--- config.mk ---
export PLATFORM = sky130hd
export DESIGN_NAME = mc_controller
export DESIGN_NICKNAME = d
export VERILOG_FILES = /design/src/rtl/rv32_pkg.sv /design/src/rtl/branch_logic.sv /design/src/rtl/mc_controller.sv
export SDC_FILE = /design/constraint.sdc
export NUM_CORES = 1
export LEC_CHECK = 0
export CAP_MARGIN = 20
export CORE_UTILIZATION = 35
export DETAILED_ROUTE_END_ITERATION = 7
export PLACE_DENSITY = 0.73
export SETUP_SLACK_MARGIN = 0.05
export SLEW_MARGIN = 20
export SYNTH_ARGS = -nofsm -noshare
export SYNTH_HDL_FRONTEND = slang
export SYNTH_SLANG_ARGS = --single-unit
--- constraint.sdc ---
create_clock -name clk -period 3.3 [get_ports clk]
set_input_delay 0.99 -clock clk [delete_from_list [all_inputs] [get_ports clk]]
set_output_delay 0.99 -clock clk [all_outputs]
set_load 0.005 [all_outputs]
--- src/rtl/rv32_pkg.sv ---
// Shared definitions for the RV32I multicycle core: FSM states, opcodes
// and datapath mux encodings.
package rv32_pkg;

  typedef enum logic [3:0] {
    S_FETCH, S_DECODE, S_MEMADR, S_MEMRD, S_MEMWB, S_MEMWR, S_EXECR, S_EXECI,
    S_LUI, S_AUIPC, S_ALUWB, S_BRANCH, S_JAL, S_JALR, S_JALR_PC, S_TRAP
  } mc_state_t;

  localparam logic [6:0] OP_LOAD   = 7'b0000011;
  localparam logic [6:0] OP_STORE  = 7'b0100011;
  localparam logic [6:0] OP_OP     = 7'b0110011;
  localparam logic [6:0] OP_IMM    = 7'b0010011;
  localparam logic [6:0] OP_LUI    = 7'b0110111;
  localparam logic [6:0] OP_AUIPC  = 7'b0010111;
  localparam logic [6:0] OP_BRANCH = 7'b1100011;
  localparam logic [6:0] OP_JAL    = 7'b1101111;
  localparam logic [6:0] OP_JALR   = 7'b1100111;

  localparam logic [1:0] SRCA_PC    = 2'b00;
  localparam logic [1:0] SRCA_OLDPC = 2'b01;
  localparam logic [1:0] SRCA_RS1   = 2'b10;
  localparam logic [1:0] SRCA_ZERO  = 2'b11;

  localparam logic [1:0] SRCB_RS2  = 2'b00;
  localparam logic [1:0] SRCB_IMM  = 2'b01;
  localparam logic [1:0] SRCB_FOUR = 2'b10;

  localparam logic [1:0] RES_ALUOUT = 2'b00;
  localparam logic [1:0] RES_DATA   = 2'b01;
  localparam logic [1:0] RES_ALU    = 2'b10;

  localparam logic [1:0] ALUOP_ADD   = 2'b00;
  localparam logic [1:0] ALUOP_SUB   = 2'b01;
  localparam logic [1:0] ALUOP_FUNCT = 2'b10;

  localparam logic [2:0] IMM_I = 3'b000;
  localparam logic [2:0] IMM_S = 3'b001;
  localparam logic [2:0] IMM_B = 3'b010;
  localparam logic [2:0] IMM_U = 3'b011;
  localparam logic [2:0] IMM_J = 3'b100;

  localparam logic [2:0] MEMSIZE_WORD = 3'b010;

endpackage

--- src/rtl/branch_logic.sv ---
// Branch condition from funct3 and the ALU compare flags of rs1 - rs2.
module branch_logic (
  input  logic [2:0] funct3,
  input  logic       Zero,
  input  logic       NEG,
  input  logic       NEGU,
  output logic       taken
);

  always_comb begin
    case (funct3)
      3'b000:  taken = Zero;
      3'b001:  taken = ~Zero;
      3'b100:  taken = NEG;
      3'b101:  taken = ~NEG;
      3'b110:  taken = NEGU;
      3'b111:  taken = ~NEGU;
      default: taken = 1'b0;
    endcase
  end

endmodule

--- src/rtl/mc_controller.sv ---
// Multicycle control FSM for the RV32I core: fetch/decode/execute/memory/
// writeback sequencing with a ready/valid memory handshake.
module mc_controller
  import rv32_pkg::*;
(
  input  logic       clk,
  input  logic       rst_n,
  input  logic [6:0] opcode,
  input  logic [2:0] funct3,
  input  logic       Zero,
  input  logic       NEG,
  input  logic       NEGU,
  input  logic       mem_ready,
  output logic       mem_req,
  output logic       mem_we,
  output logic [2:0] MemSize,
  output logic       AdrSrc,
  output logic       IRWrite,
  output logic       PCWrite,
  output logic       RegWrite,
  output logic [1:0] ALUSrcA,
  output logic [1:0] ALUSrcB,
  output logic [1:0] ALUOp,
  output logic [1:0] ResultSrc,
  output logic [2:0] ImmSrc,
  output logic       illegal_instr,
  output logic       instr_retired
);

  mc_state_t state, next;
  logic      ill_q;
  logic      taken;

  branch_logic u_branch (
    .funct3(funct3), .Zero(Zero), .NEG(NEG), .NEGU(NEGU), .taken(taken)
  );

  always_ff @(posedge clk or negedge rst_n) begin
    if (!rst_n) begin
      state <= S_FETCH;
      ill_q <= 1'b0;
    end else begin
      state <= next;
      if (state == S_DECODE && next == S_TRAP) ill_q <= 1'b1;
    end
  end

  always_comb begin
    next = state;
    case (state)
      S_FETCH:   if (mem_ready) next = S_DECODE;
      S_DECODE: begin
        case (opcode)
          OP_LOAD, OP_STORE: next = S_MEMADR;
          OP_OP:             next = S_EXECR;
          OP_IMM:            next = S_EXECI;
          OP_LUI:            next = S_LUI;
          OP_AUIPC:          next = S_AUIPC;
          OP_BRANCH:         next = S_BRANCH;
          OP_JAL:            next = S_JAL;
          OP_JALR:           next = S_JALR;
          default:           next = S_TRAP;
        endcase
      end
      S_MEMADR:  next = opcode[5] ? S_MEMWR : S_MEMRD;
      S_MEMRD:   if (mem_ready) next = S_MEMWB;
      S_MEMWR:   if (mem_ready) next = S_FETCH;
      S_MEMWB, S_ALUWB, S_BRANCH: next = S_FETCH;
      S_EXECR, S_EXECI, S_LUI, S_AUIPC, S_JAL, S_JALR_PC: next = S_ALUWB;
      S_JALR:    next = S_JALR_PC;
      default:   next = S_TRAP;
    endcase
  end

  // The reset state is FETCH, so outputs are gated to keep mem_req low while rst_n is held.
  always_comb begin
    mem_req       = 1'b0;
    mem_we        = 1'b0;
    AdrSrc        = 1'b0;
    IRWrite       = 1'b0;
    PCWrite       = 1'b0;
    RegWrite      = 1'b0;
    ALUSrcA       = SRCA_PC;
    ALUSrcB       = SRCB_RS2;
    ALUOp         = ALUOP_ADD;
    ResultSrc     = RES_ALUOUT;
    MemSize       = MEMSIZE_WORD;
    instr_retired = 1'b0;
    if (rst_n) begin
      case (state)
        S_FETCH: begin
          mem_req = 1'b1;
          if (mem_ready) begin
            IRWrite   = 1'b1;
            PCWrite   = 1'b1;
            ALUSrcB   = SRCB_FOUR;
            ResultSrc = RES_ALU;
          end
        end
        S_DECODE: begin ALUSrcA = SRCA_OLDPC; ALUSrcB = SRCB_IMM; end
        S_MEMADR: begin ALUSrcA = SRCA_RS1;   ALUSrcB = SRCB_IMM; end
        S_MEMRD: begin
          mem_req = 1'b1;
          AdrSrc  = 1'b1;
          MemSize = funct3;
        end
        S_MEMWB: begin
          ResultSrc     = RES_DATA;
          RegWrite      = 1'b1;
          instr_retired = 1'b1;
        end
        S_MEMWR: begin
          mem_req       = 1'b1;
          mem_we        = 1'b1;
          AdrSrc        = 1'b1;
          MemSize       = funct3;
          instr_retired = mem_ready;
        end
        S_EXECR: begin ALUSrcA = SRCA_RS1; ALUSrcB = SRCB_RS2; ALUOp = ALUOP_FUNCT; end
        S_EXECI: begin ALUSrcA = SRCA_RS1; ALUSrcB = SRCB_IMM; ALUOp = ALUOP_FUNCT; end
        S_LUI:   begin ALUSrcA = SRCA_ZERO;  ALUSrcB = SRCB_IMM; end
        S_AUIPC: begin ALUSrcA = SRCA_OLDPC; ALUSrcB = SRCB_IMM; end
        S_ALUWB: begin RegWrite = 1'b1; instr_retired = 1'b1; end
        S_BRANCH: begin
          ALUSrcA       = SRCA_RS1;
          ALUOp         = ALUOP_SUB;
          PCWrite       = taken;
          instr_retired = 1'b1;
        end
        S_JAL, S_JALR_PC: begin
          ALUSrcA = SRCA_OLDPC;
          ALUSrcB = SRCB_FOUR;
          PCWrite = 1'b1;
        end
        S_JALR:  begin ALUSrcA = SRCA_RS1; ALUSrcB = SRCB_IMM; end
        default: ;
      endcase
    end
  end

  always_comb begin
    case (opcode)
      OP_STORE:        ImmSrc = IMM_S;
      OP_BRANCH:       ImmSrc = IMM_B;
      OP_LUI, OP_AUIPC: ImmSrc = IMM_U;
      OP_JAL:          ImmSrc = IMM_J;
      default:         ImmSrc = IMM_I;
    endcase
  end

  assign illegal_instr = ill_q;

endmodule

# Yosys cells after proc, flatten, opt, wreduce, memory -nomap -nowiden
# Index checks and enable logic that the tools add are counted.
# Widths: inputs -> output; s select.
op_classes:
  n_addsub: 0
  mul: 0
  div: 0
  magnitude_cmp: 0
  n_eq_ne: 29
  shifts: 0
  mux: 34
  bitwise: 3
  reduce_logical: 15
ops:
  columns: ["operator", "n"]
  rows:
  - ["$pmux 4 s8", 2]
  - ["$eq 4x4->1 const B", 8]
  - ["$eq 7x6->1 const B", 3]
  - ["$eq 7x7->1 const B", 3]
  - ["$eq 4x3->1 const B", 4]
  - ["$eq 7x5->1 const B", 2]
  - ["$mux 1", 13]
  - ["$eq 3x3->1 const B", 4]
  - ["$mux 4", 3]
  - ["$pmux 2 s3", 2]
  - ["$pmux 3 s4", 1]
  - ["$reduce_or 2->1", 6]
  - ["$reduce_or 6->1", 2]
  - ["$mux 2", 5]
  - ["$mux 3", 3]
  - ["$eq 4x2->1 const B", 2]
  - ["$pmux 2 s2", 2]
  - ["$eq 7x2->1 const B", 1]
  - ["$pmux 1 s6", 1]
  - ["$reduce_or 3->1", 2]
  - ["$reduce_or 5->1", 1]
  - ["$eq 4x1->1 const B", 1]
  - ["$logic_not 4->1", 1]
  - ["$reduce_or 4->1", 1]
  - ["6 further kinds", 8]
word_totals:
  ff_bits: 5
  latch_bits: 0
  ramBits: 0
  rom_bits: 0
  output_inout_bits: 22
  word_cells: 83
  mem_count: 0

# Depth between registers and ports, before layout
logic_depth:
  ltp_word: 6
  depth_mapped: 5

# Modules after synthesis
# Synthesis repeated with hierarchy kept, for this count alone.
hier_totals:
  cells_unflattened: 103
  area_unflattened_um2: 747.0
modules_own_cells:
  columns: ["mod", "instances", "cells_each", "area_per_inst_um2"]
  rows:
  - ["mc_controller", 1, 98, 706.9]
  - ["branch_logic", 1, 5, 40.0]

# Worst setup path after synthesis
# Ideal clock, no wire load.
synth_path:
  path_type: "input to output"
  start: "in funct3[1]"
  end: "out PCWrite"
  arrival_time_ps: 1689
  required_ps: 2310
  setup_slack_ps: 621
  stages: 4
  path_buffers: 0
  path_cell_list: "mux2i_1 -> xor2_1 -> nor4b_2 -> a211o_1"
synth_between:
  elab_chain_cells: 4
  elab_cells_between_ends: 9
synth_lines:
  columns: ["item", "line", "source"]
  rows:
  - ["start, declared", "mc_controller.sv:9", "input logic [2:0] funct3,"]
  - ["$eq 3x3->1 (tied with other cells)", "branch_logic.sv:11", "case (funct3)"]
  - ["$pmux 1 s6 *", "branch_logic.sv:11", null]
  - ["$pmux 1 s3 *", "mc_controller.sv:90", "case (state)"]
  - ["$mux 1 *", "mc_controller.sv:89", "if (rst_n) begin"]
  - ["end, declared", "mc_controller.sv:19", "output logic PCWrite,"]
# Mark *: on every way between the ends. The rest lies on a longest branch, timed or not.

# Worst setup path after layout
layout_path:
  start: "in NEGU"
  end: "out PCWrite"
layout_between:
  elab_chain_cells: 4
layout_lines:
  columns: ["item", "line", "source"]
  rows:
  - ["start, declared", "mc_controller.sv:12", "input logic NEGU,"]
  - ["$not 1->1", "branch_logic.sv:17", "3'b111: taken = ~NEGU;"]
  - ["$pmux 1 s6 *", "branch_logic.sv:11", null]
  - ["$pmux 1 s3 *", "mc_controller.sv:90", null]
  - ["$mux 1 *", "mc_controller.sv:89", null]
# Marked as above.

==> summary.md <==
| Metric | Value |
|---|---|
| Run status | `completed` |
| Total wire length | `2110 um` |
| Rel. slew slack | `72.5%` |
| Fillers | `174` |
| DR WL met3 | `134 um` |
| Top-level port count | `38` |
| Commonest non-fill, non-tap cell in the layout | `buf_4` |
| Clk slew on worst S/H paths | `0.04 ns` |
| CP peak stage delay | `0.40 ns` |
| Highest metal used | `met3` |
| # rows | `15` |
| # port buffers | `37` |
| Vias per cell | `5.07` |
| Fmax | `313 MHz` |
| H-tree depth | `1` |
| Synth Instances | `94` |
| Met2 wire len | `1080 um` |
| Post-Synth Simple-Gate Area | `42.9%` |
| Finished Layout Cells | `178` |
| Final Hold Viols | `0` |
| DP Wirelength | `1630 um` |
| Initial Utilization | `39.3%` |
| Largest family of logic cells by synthesized area | `simple AND/OR/NAND/NOR gates` |
| Syn Nets | `110` |
| Remaining antenna violation count | `0` |
| Worst hold margin | `0.491 ns` |
| Crit Path Class | `primary input to output pin` |
| Hold Crit Class | `register to register` |
| Iter 0 DRT Violations | `16` |
| Compound-gate portion of the synthesized area | `23.7%` |
| Worst Skew | `0.00374 ns` |
| # Max-Cap Violations | `0` |
| Main synth FF type | `dfrtp_1` |
| Max clock buf depth | `2` |
| CP endpoint kind | `output pin` |
| Fin crit period | `3.19 ns` |
| Residual DRC | `0` |
| Total CTS buffers | `3` |
| Core Region | `1800 sq um` |
| Synthesized cell area | `708 sq um` |
| RSZ-0062 raised after global routing | `false` |
| Final setup violation count | `0` |
| CTS root buf | `clkbuf_4` |
| Vias | `903` |
| Most frequent cells in the layout | `buf_4 (21), clkdlybuf4s50_1 (19), dlygate4sd2_1 (14)` |
| Post-synth EDFFs | `0` |
| Routed len/inst | `11.8 um` |
| Post-synthesis sequential area ratio | `17.7%` |
| Hold-critical path depth | `1` |
| Post-synthesis mux area share | `5.83%` |
| Xor-xnor portion of the synthesized cell area | `3.71%` |
| Nets | `170` |
| Critical Path RT | `2.31 ns` |
| Unique masters post-synth | `43` |
| Reg2Reg Depth | `4` |
| FFs w/ async S/R, synth | `100%` |
| Avg Synthesized Cell Area | `7.53 sq um` |
| GRT Residual Overflow | `0` |
| Layout area overhead | `79.0%` |
| Drt first pass iters | `4` |
| Sink Count | `5` |
| Peak supply drop | `0.000483 V` |
| #FFs+latches synth | `5` |
| Largest net degree at the start of global routing | `14` |
| Critical R2R Launch | `state[0]` |
| Cell Chain, Critical Path | `clkdlybuf4s50_1, mux2i_1, xor2_1, nor4b_2, a211o_1, clkbuf_2` |
| CTS tree | `built` |
| Yosys warns | `0` |
| Die Height | `47.0 um` |
| Dpl cells | `169` |
| Total track usage | `20.4%` |
| # diodes | `0` |
| Crit path DAT | `2.20 ns` |
| Vias in the first global route | `801` |
| GPL Wtd Cong | `0.782` |
| Initial antenna violation count | `0` |
| Worst slew pin tran | `0.412 ns` |
| Post-Synth Adder-Cell Area | `0%` |
| Worst setup startpoint | `NEGU` |
| Worst setup SP type | `primary input` |
| Leakage power | `0.593 nW` |
| Tcrit/Tclk final | `96.7%` |
| Wire length of the first global-routing pass | `3220 um` |
| Final core occ | `70.3%` |
| Hold Crit Start | `illegal_instr` |
| Power Density | `518 nW/um^2` |
| Die X | `47.0 um` |
| Die area | `2210 sq um` |
| Worst Path Max Fanout | `1` |
| Met1 Wirelength | `894 um` |
| Worst-Skew Late Latency | `0.24 ns` |
| Slew Viols, Final | `0` |
| Critical Path Slowest Stage Cell | `clkdlybuf4s50_1` |
| Share of cells above drive strength 1 | `26.1%` |
[state kept, by name (all words and copies together) (netlist names)]
name and flops:
illegal_instr 1, state 4
[stage by stage]
stage | worst slack, ns | cell area (sq um) | power (mW) | setup TNS (ns)
detailed placement | -0.369 | 1220 | 0.594 | -3.38
finish | 0.110 | 1270 | 0.657 | 0
global placement | -0.333 | 1220 | 0.585 | -3.04
global route | 0.0523 | 1270 | 0.716 | 0
floorplan | 0.621 | 708 | 0.419 | 0
CTS | 0.0187 | 1270 | 0.663 | 0
[layout make-up]
class                      instances  area [sq um]  share of cell area (%)
sequential                         5           125                    9.87
multi-input combinational         81           539                    42.5
inverter                           4          15.0                    1.18
timing repair buffer              59           531                    41.9
clock buffer                       4          26.3                    2.07
tap                               25          31.3                    2.47
[per-layer routing]
metal  global-route usage (%)  vias to the layer above
met4                     8.00                        0
met5                        0                        -
met3                     3.08                        0
met1                     22.8                      406
li1                         -                      455
met2                     38.3                       42
[synthesized netlist by cell type, types with 2 or more instances]
cell      number  share of area (%)
and2_1         4                3.5
mux2i_1        3                4.2
nor3_1         6                4.2
a21oi_2        2                2.5
nand2b_1       3                2.7
nand2_1       10                5.3
dfrtp_1        5                 18
o21ai_0        4                2.8
inv_1          3                1.6
nor3_2         3                4.2
a21oi_1        3                2.1
buf_2          2                1.4
xor2_1         2                2.5
o21a_1         3                3.2
nor2_1        13                6.9
[worst paths after layout]
| kind | endpoint | slack (ns) |
|---|---|---|
| max | PCWrite | 0.11 |
| min | illegal_instr | 0.49 |
| max reg2reg | state[0] | 1.86 |
| min reg2reg | illegal_instr | 0.49 |
| max in group asynchronous | state[3] | 2.31 |
| min in group asynchronous | state[0] | 0.88 |
[power by group]
group	switching [mW]	total, mW	internal, mW
registers	0.0783	0.165	0.0863
clock network	0.0223	0.0679	0.0455
logic	0.187	0.424	0.238
total	0.287	0.657	0.370
[worst max-delay path: cells and delay by family]
kind | cells | cell delay (ns)
AND/OR/NAND/NOR | 1 | 0.07
buffers and inverters | 2 | 0.51
XOR/XNOR | 1 | 0.20
multiplexers | 1 | 0.16
AO/OA/AOI/OAI | 1 | 0.26
[what timing repair did]
item / in CTS / in global routing
setup endpoints to repair: 21 / 3
setup buffers: 5 / 0
pin swaps: 5 / 2
gates resized for setup: 18 / 3
hold buffers: 0 / 0
[cells by family (layout without fill, tap and decap cells)]
| logic type | count (synthesis) | after routing |
|---|---|---|
| buf+inv | 8 | 67 |
| xor+xnor | 3 | 3 |
| simple gates | 51 | 51 |
| mux | 4 | 4 |
| compound gates | 23 | 23 |
| flops | 5 | 5 |
No activity file was read; power rests on OpenSTA's default activity.
